### src/rtl/id_hazard_sched_if.sv
// Pipeline <-> hazard scheduler bundle. The master modport belongs to the pipeline side and the slave modport to the scheduler.
// Perf-counter signals exist only when HAZ_SCHED_PERF_CNT_EN is defined.
interface id_hazard_sched_if;
  logic       id_valid;
  logic [3:0] id_rs;
  logic [3:0] id_rt;
  logic       id_uses_rt;
  logic       ex_valid;
  logic       ex_mem_to_reg;
  logic [3:0] ex_rd;
  logic       ctrl_taken;
  logic       mem_busy;

  logic       stall_pc;
  logic       stall_ifid;
  logic       bubble_idex;
  logic       stall_idex;
  logic       stall_exmem;
  logic       flush_ifid;
  logic       flush_idex;
  logic [1:0] sched_state;

`ifdef HAZ_SCHED_PERF_CNT_EN
  logic [15:0] stall_count;
  logic [15:0] flush_count;

  modport master (
    output id_valid, id_rs, id_rt, id_uses_rt, ex_valid, ex_mem_to_reg, ex_rd,
           ctrl_taken, mem_busy,
    input  stall_pc, stall_ifid, bubble_idex, stall_idex, stall_exmem,
           flush_ifid, flush_idex, sched_state, stall_count, flush_count
  );

  modport slave (
    input  id_valid, id_rs, id_rt, id_uses_rt, ex_valid, ex_mem_to_reg, ex_rd,
           ctrl_taken, mem_busy,
    output stall_pc, stall_ifid, bubble_idex, stall_idex, stall_exmem,
           flush_ifid, flush_idex, sched_state, stall_count, flush_count
  );
`else
  modport master (
    output id_valid, id_rs, id_rt, id_uses_rt, ex_valid, ex_mem_to_reg, ex_rd,
           ctrl_taken, mem_busy,
    input  stall_pc, stall_ifid, bubble_idex, stall_idex, stall_exmem,
           flush_ifid, flush_idex, sched_state
  );

  modport slave (
    input  id_valid, id_rs, id_rt, id_uses_rt, ex_valid, ex_mem_to_reg, ex_rd,
           ctrl_taken, mem_busy,
    output stall_pc, stall_ifid, bubble_idex, stall_idex, stall_exmem,
           flush_ifid, flush_idex, sched_state
  );
`endif
endinterface

### src/rtl/id_hazard_sched.sv
// ID-stage hazard scheduler. It generates the load-use stall, the control-transfer flush and the memory-wait hold.
// Optional feature: define HAZ_SCHED_PERF_CNT_EN to add the saturating stall/flush cycle counters.
module id_hazard_sched #(
  parameter int FLUSH_CYCLES = 2
) (
  input logic              clk,
  input logic              rst_n,
  id_hazard_sched_if.slave bus
);

  typedef enum logic [1:0] {
    RUN     = 2'd0,
    FLUSH   = 2'd1,
    MEMWAIT = 2'd2,
    ILLEGAL = 2'd3
  } state_e;

  localparam logic [2:0] RELOAD = (FLUSH_CYCLES > 1) ? 3'(FLUSH_CYCLES - 2) : 3'd0;

  state_e     state_q, state_d;
  logic [2:0] cnt_q, cnt_d;
  logic       pend_q, pend_d;
  logic       resume_q, resume_d;

  logic hazard;
  logic take_flush;

  assign hazard = bus.id_valid && bus.ex_valid && bus.ex_mem_to_reg && (bus.ex_rd != 4'd0) &&
                  ((bus.ex_rd == bus.id_rs) || (bus.id_uses_rt && (bus.ex_rd == bus.id_rt)));

  // A flush is due for a control transfer in this cycle or for one recorded during a memory wait.
  assign take_flush = bus.ctrl_taken || ((state_q == MEMWAIT) && pend_q);

  // NOTE: sequential state uses non-blocking assignments so every register samples pre-edge values.
  always_ff @(posedge clk or negedge rst_n) begin
    if (!rst_n) begin
      state_q  <= RUN;
      cnt_q    <= 3'd0;
      pend_q   <= 1'b0;
      resume_q <= 1'b0;
    end else begin
      state_q  <= state_d;
      cnt_q    <= cnt_d;
      pend_q   <= pend_d;
      resume_q <= resume_d;
    end
  end

  // NOTE: hold defaults are assigned first so no path through this block can infer a latch.
  always_comb begin
    state_d  = state_q;
    cnt_d    = cnt_q;
    pend_d   = pend_q;
    resume_d = resume_q;
    case (state_q)
      RUN, FLUSH, MEMWAIT: begin
        if (bus.mem_busy) begin
          state_d = MEMWAIT;
          pend_d  = pend_q || bus.ctrl_taken;
          if (state_q == FLUSH)    resume_d = (cnt_q != 3'd0);
          else if (state_q == RUN) resume_d = 1'b0;
        end else if (take_flush) begin
          pend_d   = 1'b0;
          resume_d = 1'b0;
          if (FLUSH_CYCLES > 1) begin
            state_d = FLUSH;
            cnt_d   = RELOAD;
          end else begin
            state_d = RUN;
            cnt_d   = 3'd0;
          end
        end else if (state_q == FLUSH) begin
          if (cnt_q == 3'd0) state_d = RUN;
          else               cnt_d   = cnt_q - 3'd1;
        end else if (state_q == MEMWAIT) begin
          // The frozen counter is reused when an interrupted flush is resumed.
          state_d  = resume_q ? FLUSH : RUN;
          resume_d = 1'b0;
        end
      end
      default: begin
        state_d  = RUN;
        cnt_d    = 3'd0;
        pend_d   = 1'b0;
        resume_d = 1'b0;
      end
    endcase
  end

  logic stall_pc, stall_ifid, bubble_idex, stall_idex, stall_exmem, flush_ifid, flush_idex;

  always_comb begin
    stall_pc    = 1'b0;
    stall_ifid  = 1'b0;
    bubble_idex = 1'b0;
    stall_idex  = 1'b0;
    stall_exmem = 1'b0;
    flush_ifid  = 1'b0;
    flush_idex  = 1'b0;
    if (rst_n && (state_q != ILLEGAL)) begin
      if (bus.mem_busy) begin
        stall_pc    = 1'b1;
        stall_ifid  = 1'b1;
        stall_idex  = 1'b1;
        stall_exmem = 1'b1;
      end else if (take_flush || (state_q == FLUSH)) begin
        flush_ifid = 1'b1;
        flush_idex = 1'b1;
      end else if (hazard) begin
        stall_pc    = 1'b1;
        stall_ifid  = 1'b1;
        bubble_idex = 1'b1;
      end
    end
  end

  assign bus.stall_pc    = stall_pc;
  assign bus.stall_ifid  = stall_ifid;
  assign bus.bubble_idex = bubble_idex;
  assign bus.stall_idex  = stall_idex;
  assign bus.stall_exmem = stall_exmem;
  assign bus.flush_ifid  = flush_ifid;
  assign bus.flush_idex  = flush_idex;
  assign bus.sched_state = state_q;

`ifdef HAZ_SCHED_PERF_CNT_EN
  logic [15:0] stall_cnt_q, flush_cnt_q;

  always_ff @(posedge clk or negedge rst_n) begin
    if (!rst_n) begin
      stall_cnt_q <= 16'd0;
      flush_cnt_q <= 16'd0;
    end else begin
      if (stall_pc && (stall_cnt_q != 16'hFFFF))   stall_cnt_q <= stall_cnt_q + 16'd1;
      if (flush_ifid && (flush_cnt_q != 16'hFFFF)) flush_cnt_q <= flush_cnt_q + 16'd1;
    end
  end

  assign bus.stall_count = stall_cnt_q;
  assign bus.flush_count = flush_cnt_q;
`else
  // Counters are not built in this configuration.
`endif

endmodule

### src/flat_wrapper.sv
// flat-port wrapper written by rule: the top's interface ports become plain ports
module id_hazard_sched_flat 
#(
  parameter int FLUSH_CYCLES = 2
)
  (clk, rst_n, bus_id_valid, bus_id_rs, bus_id_rt, bus_id_uses_rt, bus_ex_valid, bus_ex_mem_to_reg, bus_ex_rd, bus_ctrl_taken, bus_mem_busy, bus_stall_pc, bus_stall_ifid, bus_bubble_idex, bus_stall_idex, bus_stall_exmem, bus_flush_ifid, bus_flush_idex, bus_sched_state);
  id_hazard_sched_if bus_i ();
  input logic clk;
  input logic rst_n;
  input wire logic [$bits(bus_i.id_valid)-1:0] bus_id_valid;
  input wire logic [$bits(bus_i.id_rs)-1:0] bus_id_rs;
  input wire logic [$bits(bus_i.id_rt)-1:0] bus_id_rt;
  input wire logic [$bits(bus_i.id_uses_rt)-1:0] bus_id_uses_rt;
  input wire logic [$bits(bus_i.ex_valid)-1:0] bus_ex_valid;
  input wire logic [$bits(bus_i.ex_mem_to_reg)-1:0] bus_ex_mem_to_reg;
  input wire logic [$bits(bus_i.ex_rd)-1:0] bus_ex_rd;
  input wire logic [$bits(bus_i.ctrl_taken)-1:0] bus_ctrl_taken;
  input wire logic [$bits(bus_i.mem_busy)-1:0] bus_mem_busy;
  output wire logic [$bits(bus_i.stall_pc)-1:0] bus_stall_pc;
  output wire logic [$bits(bus_i.stall_ifid)-1:0] bus_stall_ifid;
  output wire logic [$bits(bus_i.bubble_idex)-1:0] bus_bubble_idex;
  output wire logic [$bits(bus_i.stall_idex)-1:0] bus_stall_idex;
  output wire logic [$bits(bus_i.stall_exmem)-1:0] bus_stall_exmem;
  output wire logic [$bits(bus_i.flush_ifid)-1:0] bus_flush_ifid;
  output wire logic [$bits(bus_i.flush_idex)-1:0] bus_flush_idex;
  output wire logic [$bits(bus_i.sched_state)-1:0] bus_sched_state;
  assign bus_i.id_valid = bus_id_valid;
  assign bus_i.id_rs = bus_id_rs;
  assign bus_i.id_rt = bus_id_rt;
  assign bus_i.id_uses_rt = bus_id_uses_rt;
  assign bus_i.ex_valid = bus_ex_valid;
  assign bus_i.ex_mem_to_reg = bus_ex_mem_to_reg;
  assign bus_i.ex_rd = bus_ex_rd;
  assign bus_i.ctrl_taken = bus_ctrl_taken;
  assign bus_i.mem_busy = bus_mem_busy;
  assign bus_stall_pc = bus_i.stall_pc;
  assign bus_stall_ifid = bus_i.stall_ifid;
  assign bus_bubble_idex = bus_i.bubble_idex;
  assign bus_stall_idex = bus_i.stall_idex;
  assign bus_stall_exmem = bus_i.stall_exmem;
  assign bus_flush_ifid = bus_i.flush_ifid;
  assign bus_flush_idex = bus_i.flush_idex;
  assign bus_sched_state = bus_i.sched_state;
  id_hazard_sched #(.FLUSH_CYCLES(FLUSH_CYCLES)) u_core (.clk(clk), .rst_n(rst_n), .bus(bus_i));
endmodule
### config.mk
export PLATFORM = sky130hd
export DESIGN_NAME = id_hazard_sched_flat
export DESIGN_NICKNAME = d
export VERILOG_FILES = /design/src/rtl/id_hazard_sched_if.sv /design/src/rtl/id_hazard_sched.sv /design/src/flat_wrapper.sv
export SDC_FILE = /design/constraint.sdc
export NUM_CORES = 1
export LEC_CHECK = 0
export BUFFER_PORTS_ARGS = -buffer_cell sky130_fd_sc_hd__buf_4
export CAP_MARGIN = 15
export CORE_MARGIN = 2
export CORE_UTILIZATION = 40
export DETAILED_ROUTE_END_ITERATION = 8
export GPL_ROUTABILITY_DRIVEN = 1
export GPL_TIMING_DRIVEN = 0
export MAX_ROUTING_LAYER = met4
export PLACE_DENSITY_LB_ADDON = 0.12
export SLEW_MARGIN = 40
export SYNTH_ARGS = -nofsm -noshare
export SYNTH_HDL_FRONTEND = slang
export SYNTH_SLANG_ARGS = --single-unit
### constraint.sdc
create_clock -name clk -period 1.4 [get_ports clk]
set_input_delay 0.14 -clock clk [delete_from_list [all_inputs] [get_ports clk]]
set_output_delay 0.14 -clock clk [all_outputs]
set_load 0.005 [all_outputs]
# After elaboration in Yosys (flattened, before gate mapping)
# Cells that the tools add are included.
# word_totals
romBits	0
regBits	7
mem_count	0
latchBits	0
elab_cells	71
ram_bits	0
out_inout_bits	9
inputBits	20
# op_classes
eq_ne	14
multipliers	0
shift	0
n_reduce_logical	19
magnitude_cmp	0
n_bitwise	0
div_mod_pow	0
addsub	1
n_mux	33
# ops
op	n
2-to-1 mux 1 bit	22
2-to-1 mux 3 bit	5
2-to-1 mux 2 bit	6
== test 4 bit	2
inequality test 4 x 2 -> 1 bit (second input constant)	2
logical AND 1 bit	7
inequality test 3 x 2 -> 1 bit (second input constant)	2
AND reduction 3 bit	2
inequality test 5 x 2 -> 1 bit (second input constant)	1
inequality test 5 x 4 -> 1 bit (second input constant)	1
logical OR 1 bit	4
inequality test 2 bit (second input constant)	2
inequality test 4 x 3 -> 1 bit (second input constant)	1
nonzero test 4 bit	1
zero test 3 bit	1
inequality test 3 x 1 -> 1 bit (second input constant)	1
nonzero test 3 bit	1
OR reduction 3 bit	1
subtractor 3 x 1 -> 3 bit (second input constant)	1
== test 2 x 1 -> 1 bit (second input constant)	1
== test 2 bit (second input constant)	1
zero test 2 bit	1
AND reduction 2 bit	1

# Depth between registers and ports, before layout
# Gate-level depths: netlist (run 1).
# depth
word_depth	8
ltp_mapped	7
depth_no_buf	6

# Least setup slack after synthesis (run 1)
# Ideal clock, no wire load.
# synth_path
path_type	reg-to-output
from	register u_core.state_q[0] (netlist: u_core.bus.sched_state[0])
to	output bus_stall_pc
arrival_ns	1.460
slack_ns	-0.200
required_time_ns	1.260
stages_incl_launch_ff	7
n_path_buf	1
path_cell_list	dfrtp_1 ha_1 nand2b_1 nor3_1 nand2_1 o22ai_1 buf_4
# synth_between
elab_chain_cells	7
elab_cells_between_ends	10
classes_between	eq/ne: 3; mux: 3; reduce/logical: 4
# synth_rtl
item	line	rtl
start, declared	id_hazard_sched.sv:20	state_e state_q, state_d;
start signal, assigned	id_hazard_sched.sv:42	state_q <= state_d;
== test 2 bit	id_hazard_sched.sv:32	assign take_flush = bus.ctrl_taken || ((state_q == MEMWAIT) && pend_q);
logical AND 1 bit	id_hazard_sched.sv:32	
logical OR 1 bit	id_hazard_sched.sv:32	
logical OR 1 bit	id_hazard_sched.sv:106	end else if (take_flush || (state_q == FLUSH)) begin
2-to-1 mux 1 bit (2 in series)	-	
2-to-1 mux 1 bit *	-	
end, declared	flat_wrapper.sv:19	output wire logic [$bits(bus_i.stall_pc)-1:0] bus_stall_pc;
# Every way passes the cells marked *; elsewhere a longest branch is shown, timed or not.

# Worst setup path after layout (run 1)
# layout_path
from	register u_core.state_q[1] (netlist: u_core.bus.sched_state[1])
to	output bus_stall_pc
# layout_between
elab_chain_cells	7
elab_cells_between_ends	10
classes_between	eq/ne: 3; mux: 3; reduce/logical: 4
# layout_rtl
item	line	rtl
== test 2 bit	id_hazard_sched.sv:32	
logical AND 1 bit	id_hazard_sched.sv:32	
logical OR 1 bit	id_hazard_sched.sv:32	
logical OR 1 bit	id_hazard_sched.sv:106	
2-to-1 mux 1 bit	id_hazard_sched.sv:106	
2-to-1 mux 1 bit	id_hazard_sched.sv:101	if (bus.mem_busy) begin
2-to-1 mux 1 bit *	id_hazard_sched.sv:100	if (rst_n && (state_q != ILLEGAL)) begin
# Marks and branches as above.

==> reports/qor.csv, run 1 <==
stage;metric;value;unit
clock_tree;root buffer cell;clkbuf_4;
setup_path;slowest cell on the critical path;dfrtp_2;
outcome;status;finished, violations left;
clock_tree;CTS tree;built;
timing;post-route setup slack;-365;ps
yosys;top cells by count, synth;8 x nor2_1, 7 x a21oi_1, 7 x dfrtp_1, 7 x xor2_1;
setup_path;CP required;1260;ps
global_routing;largest net degree at the start of global routing;11;
yosys;Post-synth EDFFs;0;
setup_path;crit path cell chain;ha_4, a21o_4, nor2_4, nand2_2, o22ai_2, buf_4, buf_6;
final_layout;Final #Nets;148;
yosys;Yosys Warn Count;0;
global_routing;initial antenna violation count;0;
timing;Final setup viols;13;
timing;RSZ-0062 raised after global routing;yes;
pwr;Max VDD drop;0.673;mV
timing;final period utilization;126;%
route;metal2 WL;1.06;mm
route;via count;731;
timing;Slew @ Worst Pin;390;ps
route;Metal-1 WL;706;µm
timing;clock skew;4.27;ps
clock_tree;clk slew on worst S/H paths;60;ps
route;uppermost routed layer;met4;
final_layout;fin util;77.5;%
yosys;top cell type by total area after synthesis;dfrtp_1;
clock_tree;clk_lat worst skew;260;ps
route;DR pass1 iterations;4;
yosys;#FFs+latches synth;7;
yosys;Yosys cell types;27;
setup_path;Arrival @ worst endpoint;1630;ps
final_layout;final std cells w/o fill;137;
route;routed vias/inst;5.34;
timing;max-slew violation count;0;
floorplanning;die height;43.8;µm
timing;Slew HR;73.9;%
route;Initial DRC Count;16;
final_layout;Layout area overhead;81.9;%
yosys;syn_nets;102;
yosys;Post-Syn Area per Cell;8.35;µm²
timing;fmax;567;MHz
yosys;Netlist Area Pre-Place;634;µm²
route;met3 wire len;173;µm
setup_path;Worst setup EP type;primary output;
min_path;Hold Crit Class;primary input to register;
floorplanning;I/O pins;29;
placed_design;Detailed Place HPWL;1.23;mm
route;DRT Wirelength;1.97;mm
final_layout;layout cell share with drive strength beyond 1;62.8;%
route;Final ANT Viol Nets;0;
yosys;Post-synth ARST share;100;%
yosys;Synth Flop Type;dfrtp_1;
placed_design;gpl congestion;0.782;
pwr;pwr dens;693;nW/µm²
yosys;Post-Synthesis Cells;76;
floorplanning;die width;43.8;µm
clock_tree;CTS buffer count;3;
floorplanning;total core area;1490;µm²
outcome;failing checks;setup timing;
global_routing;GRT Util Overall;21.0;%
yosys;Area contributors post-synth;dfrtp_1 28%, ha_1 12%, xor2_1 9.7%;
global_routing;global-route wire length before repair;2.85;mm
run;MaxCap Viol Count;0;
timing;Tmin final;1770;ps
setup_path;Worst setup SP type;register;
timing;Final Hold Viols;0;
global_routing;vias in the first global route;687;
floorplanning;FP Rows;14;
final_layout;ant diodes;0;
clock_tree;CTS Buffer Depth;2;
setup_path;CP Class;register to primary output;
yosys;top-count cell post-synth;nor2_1;
setup_path;CP max stage delay;450;ps
yosys;sequential share of the synthesized area;27.6;%
placed_design;Port Buffers;28;
pwr;Lkg Pwr;0.534;nW
placed_design;pre-CTS setup slack;-280;ps
clock_tree;CTS Sinks;7;
yosys;Synth top area share;27.6;%
route;drt drc;0;
route;WL/cell;14.4;µm
setup_path;Critical Path Fanout Max;4;
placed_design;placed insts;120;
floorplanning;Starting Density;42.6;%
global_routing;remaining global-route overflow;0;
clock_tree;H-tree Lvls;1;
floorplanning;die area;1920;µm²
## registers in the layout, summed over array words and instances (netlist names)
| register | count |
|---|---|
| u_core.bus.sched_state | 2 |
| u_core.cnt_q | 3 |
| u_core.pend_q | 1 |
| u_core.resume_q | 1 |
## cell usage in the layout (no fill, tap or decap), types with 2 or more instances in the layout
master and n:
nor3_2 3, buf_4 39, a21oi_1 4, nor3_1 2, nand4_1 2, xor2_1 7, nor4_1 2, dfrtp_1 5
nor2_4 2, nor2_1 6, dfrtp_2 2, o21ai_0 3, inv_2 2, buf_6 5, inv_1 3, ha_1 2
clkbuf_4 3, ha_4 3, a21oi_2 2
## where the power goes
group	internal, mW	switching (mW)	leakage, nW	total (mW)
combinational	0.213	0.158	0.429	0.370
clock	0.109	0.0829	0.0150	0.192
sequential	0.217	0.0203	0.0903	0.237
total	0.539	0.261	0.534	0.800
## worst max-delay path, delay by kind of cell (launching register included)
kind                       cells  cell delay [ps]
AOI/OAI and AO/OA              2              320
buffers and inverters          2              210
and+or+nand+nor                2              200
adders and majority gates      1              180
DFF                            1              450
## layer usage
layer  GRT usage (%)  vias up
li1                -      353
met1            21.3      328
met2            35.6       46
met3            9.58        4
met4            6.67        0
met5               -        -
## path summary, 6_finish.rpt
kind,from,endpoint,slack [ps],depth (start not counted)
max,u_core.bus.sched_state[1],bus_stall_pc,-370,7
min,bus_mem_busy,u_core.cnt_q[1],170,3
max reg2reg,u_core.bus.sched_state[1],u_core.cnt_q[1],-360,6
min reg2reg,u_core.cnt_q[1],u_core.cnt_q[1],570,2
max in group asynchronous,rst_n,u_core.bus.sched_state[1],740,2
min in group asynchronous,rst_n,u_core.pend_q,350,2
## per-stage QoR
step                total power [mW]  TNS [ps]  cell area [µm²]  hold slack, ps
floorplan                      0.371      -250              692            -156
CTS                            0.738     -2550             1060             155
detailed placement             0.482     -1260              922           -27.4
finish                         0.800     -3240             1150             170
global placement               0.475     -1210              922           -26.3
global route                   0.855     -4070             1150             164
## cells by family (layout without fill, tap and decap cells)
family | count (synthesis) | after routing | share of synthesized area, %
DFF | 7 | 7 | 27.6
adders and majority gates | 6 | 6 | 11.8
AOI/OAI and AO/OA | 18 | 18 | 17.4
and+or+nand+nor | 26 | 26 | 22.1
buffers and inverters | 11 | 56 | 10.1
xor gates and xnor gates | 8 | 8 | 11.0
## repair_timing
action                                  CTS  global route
resized for setup                        12            12
buffers inserted                          7             5
endpoints found under the setup margin   11            13
hold endpoints to repair                  7             0
pin swaps                                 9            14
hold buffers                              1             0
## layout make-up
| type | count | area [µm²] |
|---|---|---|
| Buffer | 5 | 41.3 |
| Clock buffer | 4 | 26.3 |
| Fill cell | 108 | 335 |
| Inverter | 6 | 25.0 |
| Multi-Input combinational cell | 58 | 531 |
| Sequential cell | 7 | 178 |
| Tap cell | 16 | 20.0 |
| Timing Repair Buffer | 41 | 333 |
Power figures use the tool's default switching activity.
==> inputs of run 2 (changes only) <==
- GPL_TIMING_DRIVEN: 0 -> unset
==> reports/qor.csv, run 2 (same netlist as run 1, synthesis figures left out) <==
stage;metric;value;unit;change
final_layout;area of the multi-input gates;548;µm²;+3.3%
timing;TNS Setup;-2530;ps;+710 ps
route;routed vias/inst;4.98;;-6.7%
timing;Final Hold Viols;0;;unchanged
floorplanning;FP Rows;14;;unchanged
timing;fmax;583;MHz;+2.9%
timing;Slew @ Worst Pin;348;ps;-41.8 ps
timing;max-slew violation count;0;;unchanged
placed_design;gpl congestion;0.751;;-4.0%
pwr;pwr dens;675;nW/µm²;-2.6%
clock_tree;H-tree Lvls;1;;unchanged
setup_path;Worst Path Buf+Inv;2;;unchanged
route;via count;687;;-6.0%
final_layout;Layout area overhead;84.0;%;
clock_tree;clk slew on worst S/H paths;50;ps;about the same
clock_tree;CTS tree;built;;
outcome;failing checks;setup timing;;
placed_design;placed cell areas;971;µm²;+5.3%
pwr;switching share of power;33.1;%;+0.46 points
run;MaxCap Viol Count;0;;unchanged
clock_tree;CTS Buffer Depth;2;;unchanged
setup_path;CP required;1260;ps;about the same
final_layout;final instance area;1170;µm²;+1.2%
setup_path;Critical Path Fanout Max;4;;unchanged
floorplanning;die height;43.8;µm;unchanged
route;Final ANT Viol Nets;0;;unchanged
floorplanning;Starting Density;42.6;%;unchanged
setup_path;Worst setup EP type;primary output;;
floorplanning;die area;1920;µm²;unchanged
setup_path;Arrival @ worst endpoint;1580;ps;-50 ps
min_path;Hold Crit Class;primary input to register;;
placed_design;Port Buffers;28;;unchanged
timing;Tmin final;1720;ps;-49.0 ps
route;WL/cell;13.0;µm;-9.5%
final_layout;Most flops, register;u_core.cnt_q;;
route;Initial DRC Count;10;;-6
setup_path;crit path cell chain;inv_2, ha_4, a21o_4, nor2_4, nand2_2, nor3_2, buf_4;;
floorplanning;die width;43.8;µm;unchanged
global_routing;largest net degree at the start of global routing;13;;+2
pwr;combinational power share;45.5;%;-0.8 points
outcome;status;finished, violations left;;
final_layout;Fillers;106;;-1.9%
clock_tree;CTS Sinks;7;;unchanged
pwr;sequential share of power;29.8;%;+0.2 points
placed_design;pre-CTS setup slack;-119;ps;+162 ps
timing;clock skew;0.683;ps;-3.58 ps
floorplanning;I/O pins;29;;unchanged
timing;post-route setup slack;-316;ps;+49.0 ps
timing;final period utilization;123;%;-3.5 points
final_layout;max FFs per register;3;;unchanged
clock_tree;clk_lat worst skew;260;ps;about the same
route;DR pass1 iterations;4;;unchanged
pwr;Lkg Pwr;0.538;nW;+0.76%
pwr;Max VDD drop;0.509;mV;-24%
route;DRT Wirelength;1.80;mm;-8.8%
placed_design;Detailed Place HPWL;1.33;mm;+8.2%
floorplanning;total core area;1490;µm²;unchanged
final_layout;Final #Nets;149;;+0.68%
route;drt drc;0;;unchanged
final_layout;most frequent cells in the layout;42 x buf_4, 7 x xor2_1, 5 x nor2_1, 5 x dfrtp_1;;
setup_path;Worst setup SP type;register;;
setup_path;slowest cell on the critical path;dfrtp_2;;
timing;RSZ-0062 raised after global routing;yes;;
global_routing;GRT Util Overall;22.5;%;+1.5 points
timing;Slew HR;76.6;%;+2.7 points
pwr;Net Switching;0.261;mW;about the same
timing;Hold Slack;179;ps;+9.04 ps
setup_path;CP Class;register to primary output;;
setup_path;CP top delay family;flip-flops;;
clock_tree;CTS buffer count;3;;unchanged
final_layout;fin util;78.4;%;+0.92 points
global_routing;initial antenna violation count;0;;unchanged
global_routing;vias in the first global route;707;;+2.9%
timing;Final setup viols;13;;unchanged
global_routing;global-route wire length before repair;2.99;mm;+4.8%
setup_path;CP max stage delay;410;ps;-40 ps
final_layout;Seq. cell area;178;µm²;unchanged
final_layout;commonest non-fill, non-tap cell in the layout;buf_4;;
final_layout;ant diodes;0;;unchanged
clock_tree;root buffer cell;clkbuf_4;;
pwr;Clock power frac;24.7;%;+0.7 points
final_layout;layout cell share with drive strength beyond 1;65.6;%;+2.8 points
pwr;Pint;0.527;mW;-2.1%
global_routing;remaining global-route overflow;0;;unchanged
## run 2: metal layers
metal  global-route usage, %  wire (µm)  vias up
li1                        -          -      354
met1                    24.4        685      312
met2                    37.9       1010       17
met4                    9.09         20        0
met5                       -          0        -
met3                    6.67         85        4
## run 2: power by group through the flow
| stage | logic, mW | clock network, mW | registers (mW) |
|---|---|---|---|
| after global placement | 0.261 | 0 | 0.238 |
| after CTS | 0.329 | 0.205 | 0.234 |
| after global routing | 0.393 | 0.215 | 0.237 |
| after detailed placement | 0.267 | 0 | 0.238 |
| after floorplan | 0.135 | 0 | 0.237 |
| final | 0.359 | 0.194 | 0.235 |
## run 2: worst reg2reg max path, delay by kind of cell (launching register included)
family                   cells  cell delay [ps]
AND/OR/NAND/NOR              1              480
flip-flops                   1              410
AO/OA/AOI/OAI                2              360
buffers and inverters        2              220
adder cells (fa/ha/maj)      1              160
## run 2: what timing repair did
item                                    4_1_cts  5_1_grt
pin swaps                                     8        6
setup buffers                                 4        2
endpoints found under the setup margin       12       13
hold endpoints to repair                      7        0
hold buffers                                  1        0
resized for setup                            15       14
## run 2: worst paths after layout
| path | endpoint | start | cells past startpoint | slack [ps] |
|---|---|---|---|---|
| worst max-delay path | bus_bubble_idex | u_core.bus.sched_state[0] | 7 | -320 |
| worst min-delay path | u_core.pend_q | bus_ctrl_taken | 3 | 180 |
| min in group asynchronous | u_core.pend_q | rst_n | 3 | 350 |
| worst max register to register | u_core.cnt_q[1] | u_core.bus.sched_state[0] | 6 | -300 |
| worst min register to register | u_core.cnt_q[0] | u_core.cnt_q[0] | 2 | 550 |
| max in group asynchronous | u_core.bus.sched_state[1] | rst_n | 3 | 910 |
## run 2: stage by stage
stage / cells / power, mW
floorplan: 76 / 0.371
global placement: 127 / 0.499
detailed placement: 127 / 0.505
CTS: 136 / 0.769
global route: 138 / 0.846
finish: 138 / 0.788
## run 2: layout make-up
| cell class | count | share of cell area, % |
|---|---|---|
| Tap cell | 16 | 1.71 |
| Sequential cell | 7 | 15.2 |
| Clock buffer | 4 | 2.25 |
| Inverter | 6 | 2.14 |
| Timing Repair Buffer | 47 | 31.7 |
| Multi-Input combinational cell | 58 | 46.9 |
